File: src/rtl/stopwatch_pkg.sv
// Shared types and constants for the stopwatch command front end.
package stopwatch_pkg;

  typedef enum logic [1:0] {
    IDLE    = 2'd0,
    ISSUE   = 2'd1,
    LOCKOUT = 2'd2
  } state_t;

  localparam int   NUM_CMDS    = 3;
  localparam int   CMD_START   = 0;
  localparam int   CMD_PAUSE   = 1;
  localparam int   CMD_STOP    = 2;
  localparam logic KEY_PRESSED = 1'b0;

  // Keeps counters at least one bit wide when a parameter is 1.
  function automatic int cnt_width(input int n);
    return (n > 1) ? $clog2(n) : 1;
  endfunction

endpackage

File: src/rtl/stopwatch_cmd_ctrl_if.sv
// Key inputs and command outputs between the board keys and the stopwatch core.
interface stopwatch_cmd_ctrl_if;
  logic key_start_n;
  logic key_pause_n;
  logic key_stop_n;
  logic start;
  logic pause;
  logic stop;
  logic busy;
  logic cmd_dropped;

  modport master (
    output key_start_n, key_pause_n, key_stop_n,
    input  start, pause, stop, busy, cmd_dropped
  );

  modport slave (
    input  key_start_n, key_pause_n, key_stop_n,
    output start, pause, stop, busy, cmd_dropped
  );
endinterface

File: src/rtl/key_debouncer.sv
// Per-key synchroniser, debouncer and registered press-event detector.
// Debounce counter present only with STOPWATCH_CMD_DEBOUNCE_EN defined.
module key_debouncer
  import stopwatch_pkg::*;
#(
  parameter int DEBOUNCE_CYCLES = 500000
) (
  input  logic clk,
  input  logic rst,
  input  logic key_n,
  output logic press
);

  logic sync_1, sync_2, stable, stable_d;

  always_ff @(posedge clk or negedge rst) begin
    if (!rst) begin
      sync_1 <= KEY_PRESSED;
      sync_2 <= KEY_PRESSED;
    end else begin
      sync_1 <= key_n;
      sync_2 <= sync_1;
    end
  end

`ifdef STOPWATCH_CMD_DEBOUNCE_EN
  localparam int              CW       = cnt_width(DEBOUNCE_CYCLES);
  localparam logic [CW-1:0]   CNT_LAST = CW'(DEBOUNCE_CYCLES - 1);
  logic [CW-1:0] cnt;

  always_ff @(posedge clk or negedge rst) begin
    if (!rst) begin
      stable <= KEY_PRESSED;
      cnt    <= '0;
    end else if (sync_2 == stable) begin
      cnt <= '0;
    end else if (cnt == CNT_LAST) begin
      stable <= sync_2;
      cnt    <= '0;
    end else begin
      cnt <= cnt + CW'(1);
    end
  end
`else
  logic unused_cfg;
  assign unused_cfg = ^DEBOUNCE_CYCLES;
  assign stable     = sync_2;
`endif

  // stable_d resets to pressed so a key held through reset never fires.
  always_ff @(posedge clk or negedge rst) begin
    if (!rst) begin
      stable_d <= KEY_PRESSED;
      press    <= 1'b0;
    end else begin
      stable_d <= stable;
      press    <= (stable_d != KEY_PRESSED) && (stable == KEY_PRESSED);
    end
  end

endmodule

File: src/rtl/stopwatch_cmd_ctrl.sv
// Stopwatch command front end: debounced keys, priority arbiter, lockout.
// Optional debounce counters controlled by STOPWATCH_CMD_DEBOUNCE_EN.
//
// state   | meaning
// IDLE    | waiting for a press event
// ISSUE   | one command pulse on the outputs, lockout counter loads
// LOCKOUT | counting down the gap, presses dropped
module stopwatch_cmd_ctrl
  import stopwatch_pkg::*;
#(
  parameter int DEBOUNCE_CYCLES = 500000,
  parameter int GAP_CYCLES      = 2500000
) (
  input  logic                  clk,
  input  logic                  rst,
  stopwatch_cmd_ctrl_if.slave   bus
);

  localparam int            GW       = cnt_width(GAP_CYCLES);
  localparam logic [GW-1:0] GAP_LOAD = GW'(GAP_CYCLES - 1);

  logic [NUM_CMDS-1:0] keys_n, press, cmd_q, cmd_next;
  logic [GW-1:0]       gap_cnt, gap_next;
  state_t              state, next_state;
  logic                dropped;

  assign keys_n[CMD_START] = bus.key_start_n;
  assign keys_n[CMD_PAUSE] = bus.key_pause_n;
  assign keys_n[CMD_STOP]  = bus.key_stop_n;

  for (genvar i = 0; i < NUM_CMDS; i++) begin : g_key
    key_debouncer #(.DEBOUNCE_CYCLES(DEBOUNCE_CYCLES)) u_key (
      .clk   (clk),
      .rst   (rst),
      .key_n (keys_n[i]),
      .press (press[i])
    );
  end

  always_ff @(posedge clk or negedge rst) begin
    if (!rst) begin
      state   <= IDLE;
      cmd_q   <= '0;
      gap_cnt <= '0;
    end else begin
      state   <= next_state;
      cmd_q   <= cmd_next;
      gap_cnt <= gap_next;
    end
  end

  always_comb begin
    next_state = state;
    cmd_next   = '0;
    gap_next   = gap_cnt;
    dropped    = 1'b0;
    unique case (state)
      IDLE: begin
        if (press[CMD_STOP])       cmd_next[CMD_STOP]  = 1'b1;
        else if (press[CMD_PAUSE]) cmd_next[CMD_PAUSE] = 1'b1;
        else if (press[CMD_START]) cmd_next[CMD_START] = 1'b1;
        if (|press) next_state = ISSUE;
        dropped = |(press & ~cmd_next);
      end
      ISSUE: begin
        gap_next   = GAP_LOAD;
        next_state = LOCKOUT;
        dropped    = |press;
      end
      LOCKOUT: begin
        dropped = |press;
        if (gap_cnt == '0) next_state = IDLE;
        else               gap_next   = gap_cnt - GW'(1);
      end
      default: next_state = IDLE;
    endcase
  end

  assign bus.start       = cmd_q[CMD_START];
  assign bus.pause       = cmd_q[CMD_PAUSE];
  assign bus.stop        = cmd_q[CMD_STOP];
  assign bus.busy        = (state != IDLE);
  assign bus.cmd_dropped = dropped;

endmodule

File: src/flat_wrapper.sv
// flat-port wrapper written by rule: the top's interface ports become plain ports
module stopwatch_cmd_ctrl_flat import stopwatch_pkg::*;
#(
  parameter int DEBOUNCE_CYCLES = 500000,
  parameter int GAP_CYCLES      = 2500000
)
  (clk, rst, bus_key_start_n, bus_key_pause_n, bus_key_stop_n, bus_start, bus_pause, bus_stop, bus_busy, bus_cmd_dropped);
  stopwatch_cmd_ctrl_if bus_i ();
  input  logic clk;
  input  logic rst;
  input wire logic [$bits(bus_i.key_start_n)-1:0] bus_key_start_n;
  input wire logic [$bits(bus_i.key_pause_n)-1:0] bus_key_pause_n;
  input wire logic [$bits(bus_i.key_stop_n)-1:0] bus_key_stop_n;
  output wire logic [$bits(bus_i.start)-1:0] bus_start;
  output wire logic [$bits(bus_i.pause)-1:0] bus_pause;
  output wire logic [$bits(bus_i.stop)-1:0] bus_stop;
  output wire logic [$bits(bus_i.busy)-1:0] bus_busy;
  output wire logic [$bits(bus_i.cmd_dropped)-1:0] bus_cmd_dropped;
  assign bus_i.key_start_n = bus_key_start_n;
  assign bus_i.key_pause_n = bus_key_pause_n;
  assign bus_i.key_stop_n = bus_key_stop_n;
  assign bus_start = bus_i.start;
  assign bus_pause = bus_i.pause;
  assign bus_stop = bus_i.stop;
  assign bus_busy = bus_i.busy;
  assign bus_cmd_dropped = bus_i.cmd_dropped;
  stopwatch_cmd_ctrl #(.DEBOUNCE_CYCLES(DEBOUNCE_CYCLES), .GAP_CYCLES(GAP_CYCLES)) u_core (.clk(clk), .rst(rst), .bus(bus_i));
endmodule
File: config.mk
export PLATFORM = sky130hd
export DESIGN_NAME = stopwatch_cmd_ctrl_flat
export DESIGN_NICKNAME = d
export VERILOG_FILES = /design/src/rtl/stopwatch_pkg.sv /design/src/rtl/stopwatch_cmd_ctrl_if.sv /design/src/rtl/key_debouncer.sv /design/src/rtl/stopwatch_cmd_ctrl.sv /design/src/flat_wrapper.sv
export SDC_FILE = /design/constraint.sdc
export NUM_CORES = 1
export LEC_CHECK = 0
export BUFFER_PORTS_ARGS = -buffer_cell sky130_fd_sc_hd__buf_2
export CAP_MARGIN = 20
export CORE_MARGIN = 5
export CORE_UTILIZATION = 30
export DETAILED_ROUTE_END_ITERATION = 16
export GPL_TIMING_DRIVEN = 0
export SLEW_MARGIN = 20
export SYNTH_ARGS = -nofsm -noshare
export SYNTH_HDL_FRONTEND = slang
export SYNTH_SLANG_ARGS = --single-unit
File: constraint.sdc
create_clock -name clk -period 6.8 [get_ports clk]
set_clock_uncertainty 0.2 [all_clocks]
set_input_delay 0.68 -clock clk [delete_from_list [all_inputs] [get_ports clk]]
set_output_delay 0.68 -clock clk [all_outputs]
set_load 0.01 [all_outputs]
==> summary.txt <==
Run status: complete, no violations
Least-Margin Pin Slew: 861 ps
Worst VDD drop: 0.120 mV
Synth Area in Compound Gates: 12.6%
Hold WC Path Type: flop to flop
Pre-CTS setup slack: 4270 ps
DR WL/cell: 13.1 um
Largest family of logic cells by synthesized area: simple AND/OR/NAND/NOR gates
DRT Wirelength: 3.38 mm
Post-synth top area share: 54.3%
Power share of the clock group: 29.1%
Crit path launch: u_core.state[0]$_DFFE_PN0P_
Final period util: 37.5%
Top Ports: 10
Die ar.: 7640 sq um
FF+latch count, synth: 39
Final core occ: 34.6%
First-pass GRT wire length: 6.21 mm
GRT busiest layer: met2
Syn_nets: 175
Clock Sink Count: 39
Non-filler cells, final: 257
Post-layout min period: 2550 ps
Hold_buf cts: 0
Nets: 191
Synth Instances: 165
GRT overflow: 0
Largest net degree at the start of global routing: 40
Area delta synth->final: 13.2%
GR Layer Usage met1: 13.5%
Final Cell Area: 2040 sq um
Vias in the first global route: 1339
Most instantiated library cell after synthesis: dfrtp_1
Gate power share: 24.5%
Flop pwr share: 46.4%
Placed inst area: 1940 sq um
Leakage: 0.806 nW
Iteration count of the initial detailed-routing pass: 4
CTS Buf Count: 5
Final setup viols: 0
Worst endpoint data arrival time: 2520 ps
Adder-Cell Fraction of Synth Area: 3.48%
Startpoint Class: flop
Reg clk slew, reported paths: 80 ps
CP Capture Type: flop
Cells on worst reg2reg path: 7
Root Buffer: clkbuf_8
Dpl cells: 249
Max-Cap Viols: 0
Final worst slack: 4250 ps
Min-delay src: u_core.g_key[1].u_key.sync_1$_DFF_PN0_
Power Density: 281 nW/um^2
Synth top cells by count: 39 x dfrtp_1, 14 x nand2_1, 14 x nor2_1
Critical path class: flop to flop
Max FO, Critical Path: 7
Sw frac: 33.2%
R2r setup slk: 4250 ps
Slew HR: 42.6%
DR vias/cell: 5.09
Sequential share of the synthesized area: 54.3%
Core ar.: 5890 sq um
# fillers: 602
Htree depth: 2
Post-CTS Setup Inserts: 0
Post-synth EDFFs: 0
Leading area contributor after synthesis: dfrtp_1
Post-cts resize count: 0
# rows: 28
Post-Synth Simple-Gate Area: 22.1%
Reg-to-Reg Start: u_core.state[0]$_DFFE_PN0P_
RSZ-0062 raised after global routing: false
Max Fclk: 392 MHz
Clk_lat worst skew: 300 ps
FF-to-FF End: u_core.gap_cnt[14]$_DFFE_PN0P_
Iter 0 DRT Violations: 134
Hold Fails Final Rpt: 0
Cell Int Power: 0.000382 W
Final Wtd Congestion: 0.834
Die height: 87.4 um
Synth Cell Area: 1800 sq um
Multi-input gate area: 767 sq um
Detail Placement HPWL: 2.31 mm
Syn Area/Cell: 10.9 sq um
Layout cells sized above 1: 15.9%
Synth unique cells: 39
Synth area leaders: dfrtp_1 54%, ha_1 3.5%, mux2i_1 3.3%
GRT Overall Usage: 10.4%
End point of the critical path: u_core.gap_cnt[14]$_DFFE_PN0P_
Prevailing post-synth register cell: dfrtp_1
Deepest clock path buffer count: 2
CTS tree: built
Setup TNS: 0 ps
Ant diodes: 0
Post-synthesis mux area share: 3.97%
DR vias: 1309
DRC: 0
Die Wd: 87.4 um
Data required time of the worst path: 6770 ps
Initial antenna violation count: 0
Sequential cell area: 976 sq um
Syn. warnings: 0
Final Max Tran Viols: 0
Post-synthesis xor/xnor area fraction: 0.487%
Met2 Use GR: 16.0%
Async SR Flop Fraction: 100%
Routed Antenna Nets: 0
Total net switching power: 0.000190 W
Initial Util: 30.5%
Port bufs: 9
Met3 global-route usage: 2.37%
cells by family after synthesis:
logic type,Yosys count
simple gates,68
flops,39
compound gates,33
buf+inv,12
mux,7
fa+ha+maj,5
xor+xnor,1
worst min-delay path by stage:
stage,endpoint,depth (start not counted)
after floorplan,u_core.g_key[0].u_key.stable$_DFF_PN0_,0
after global placement,u_core.g_key[1].u_key.stable$_DFF_PN0_,0
after detailed placement,u_core.g_key[1].u_key.stable$_DFF_PN0_,0
after CTS,u_core.g_key[1].u_key.stable$_DFF_PN0_,0
after global routing,u_core.g_key[1].u_key.stable$_DFF_PN0_,0
final,u_core.g_key[1].u_key.stable$_DFF_PN0_,0
placed cells by master (no fill, tap or decap), types with 6 or more instances in the layout:
cell      instances
nor4_1            6
nor2_1           14
o21ai_0           6
buf_2            11
dfrtp_1          39
mux2i_1           6
a21oi_1           8
nand2_1          14
clkbuf_8          6
inv_1             7
flip-flops by register name (all words and copies together) (netlist names):
name,flops
u_core.cmd_q,3
u_core.g_key.u_key.stable,3
u_core.g_key.u_key.stable_d,3
u_core.gap_cnt,22
u_core.g_key.u_key.sync_1,3
u_core.state,2
u_core.g_key.u_key.press,3
cell type report:
class | instances | area share, %
clock buffers | 6 | 4.06
flip-flops and latches | 39 | 47.9
well taps | 75 | 4.61
plain buffers | 5 | 1.41
repair buffers | 9 | 2.21
clock inverters | 2 | 0.799
multi-input cells | 114 | 37.7
inverters | 7 | 1.29
critical path, cell delays in order (launching register included):
cell	delay (ps)
dfrtp_1	430
inv_1	100
ha_1	280
and4bb_2	340
nand3_2	100
or3_4	420
or4_4	430
mux2i_1	140
power groups by stage:
stage	clock (W)	sequential, W	combinational [W]
global placement	0	0.000269	0.000141
finish	0.000166	0.000265	0.000140
global route	0.000183	0.000268	0.000161
CTS	0.000173	0.000265	0.000143
floorplan	0	0.000268	0.0000961
detailed placement	0	0.000270	0.000142
routing by layer:
metal  wire length [um]  part of all wire (%)
met1               1650                    49
met2               1560                    46
met3                 84                   2.5
met4                 81                   2.4
met5                  0                     0
stage by stage:
stage / hold slack [ps] / power (W)
after floorplan: 131 / 0.000364
after global placement: 132 / 0.000410
after detailed placement: 136 / 0.000412
after CTS: 154 / 0.000581
after global routing: 159 / 0.000612
final: 152 / 0.000571
No activity file was read; power rests on OpenSTA's default activity.
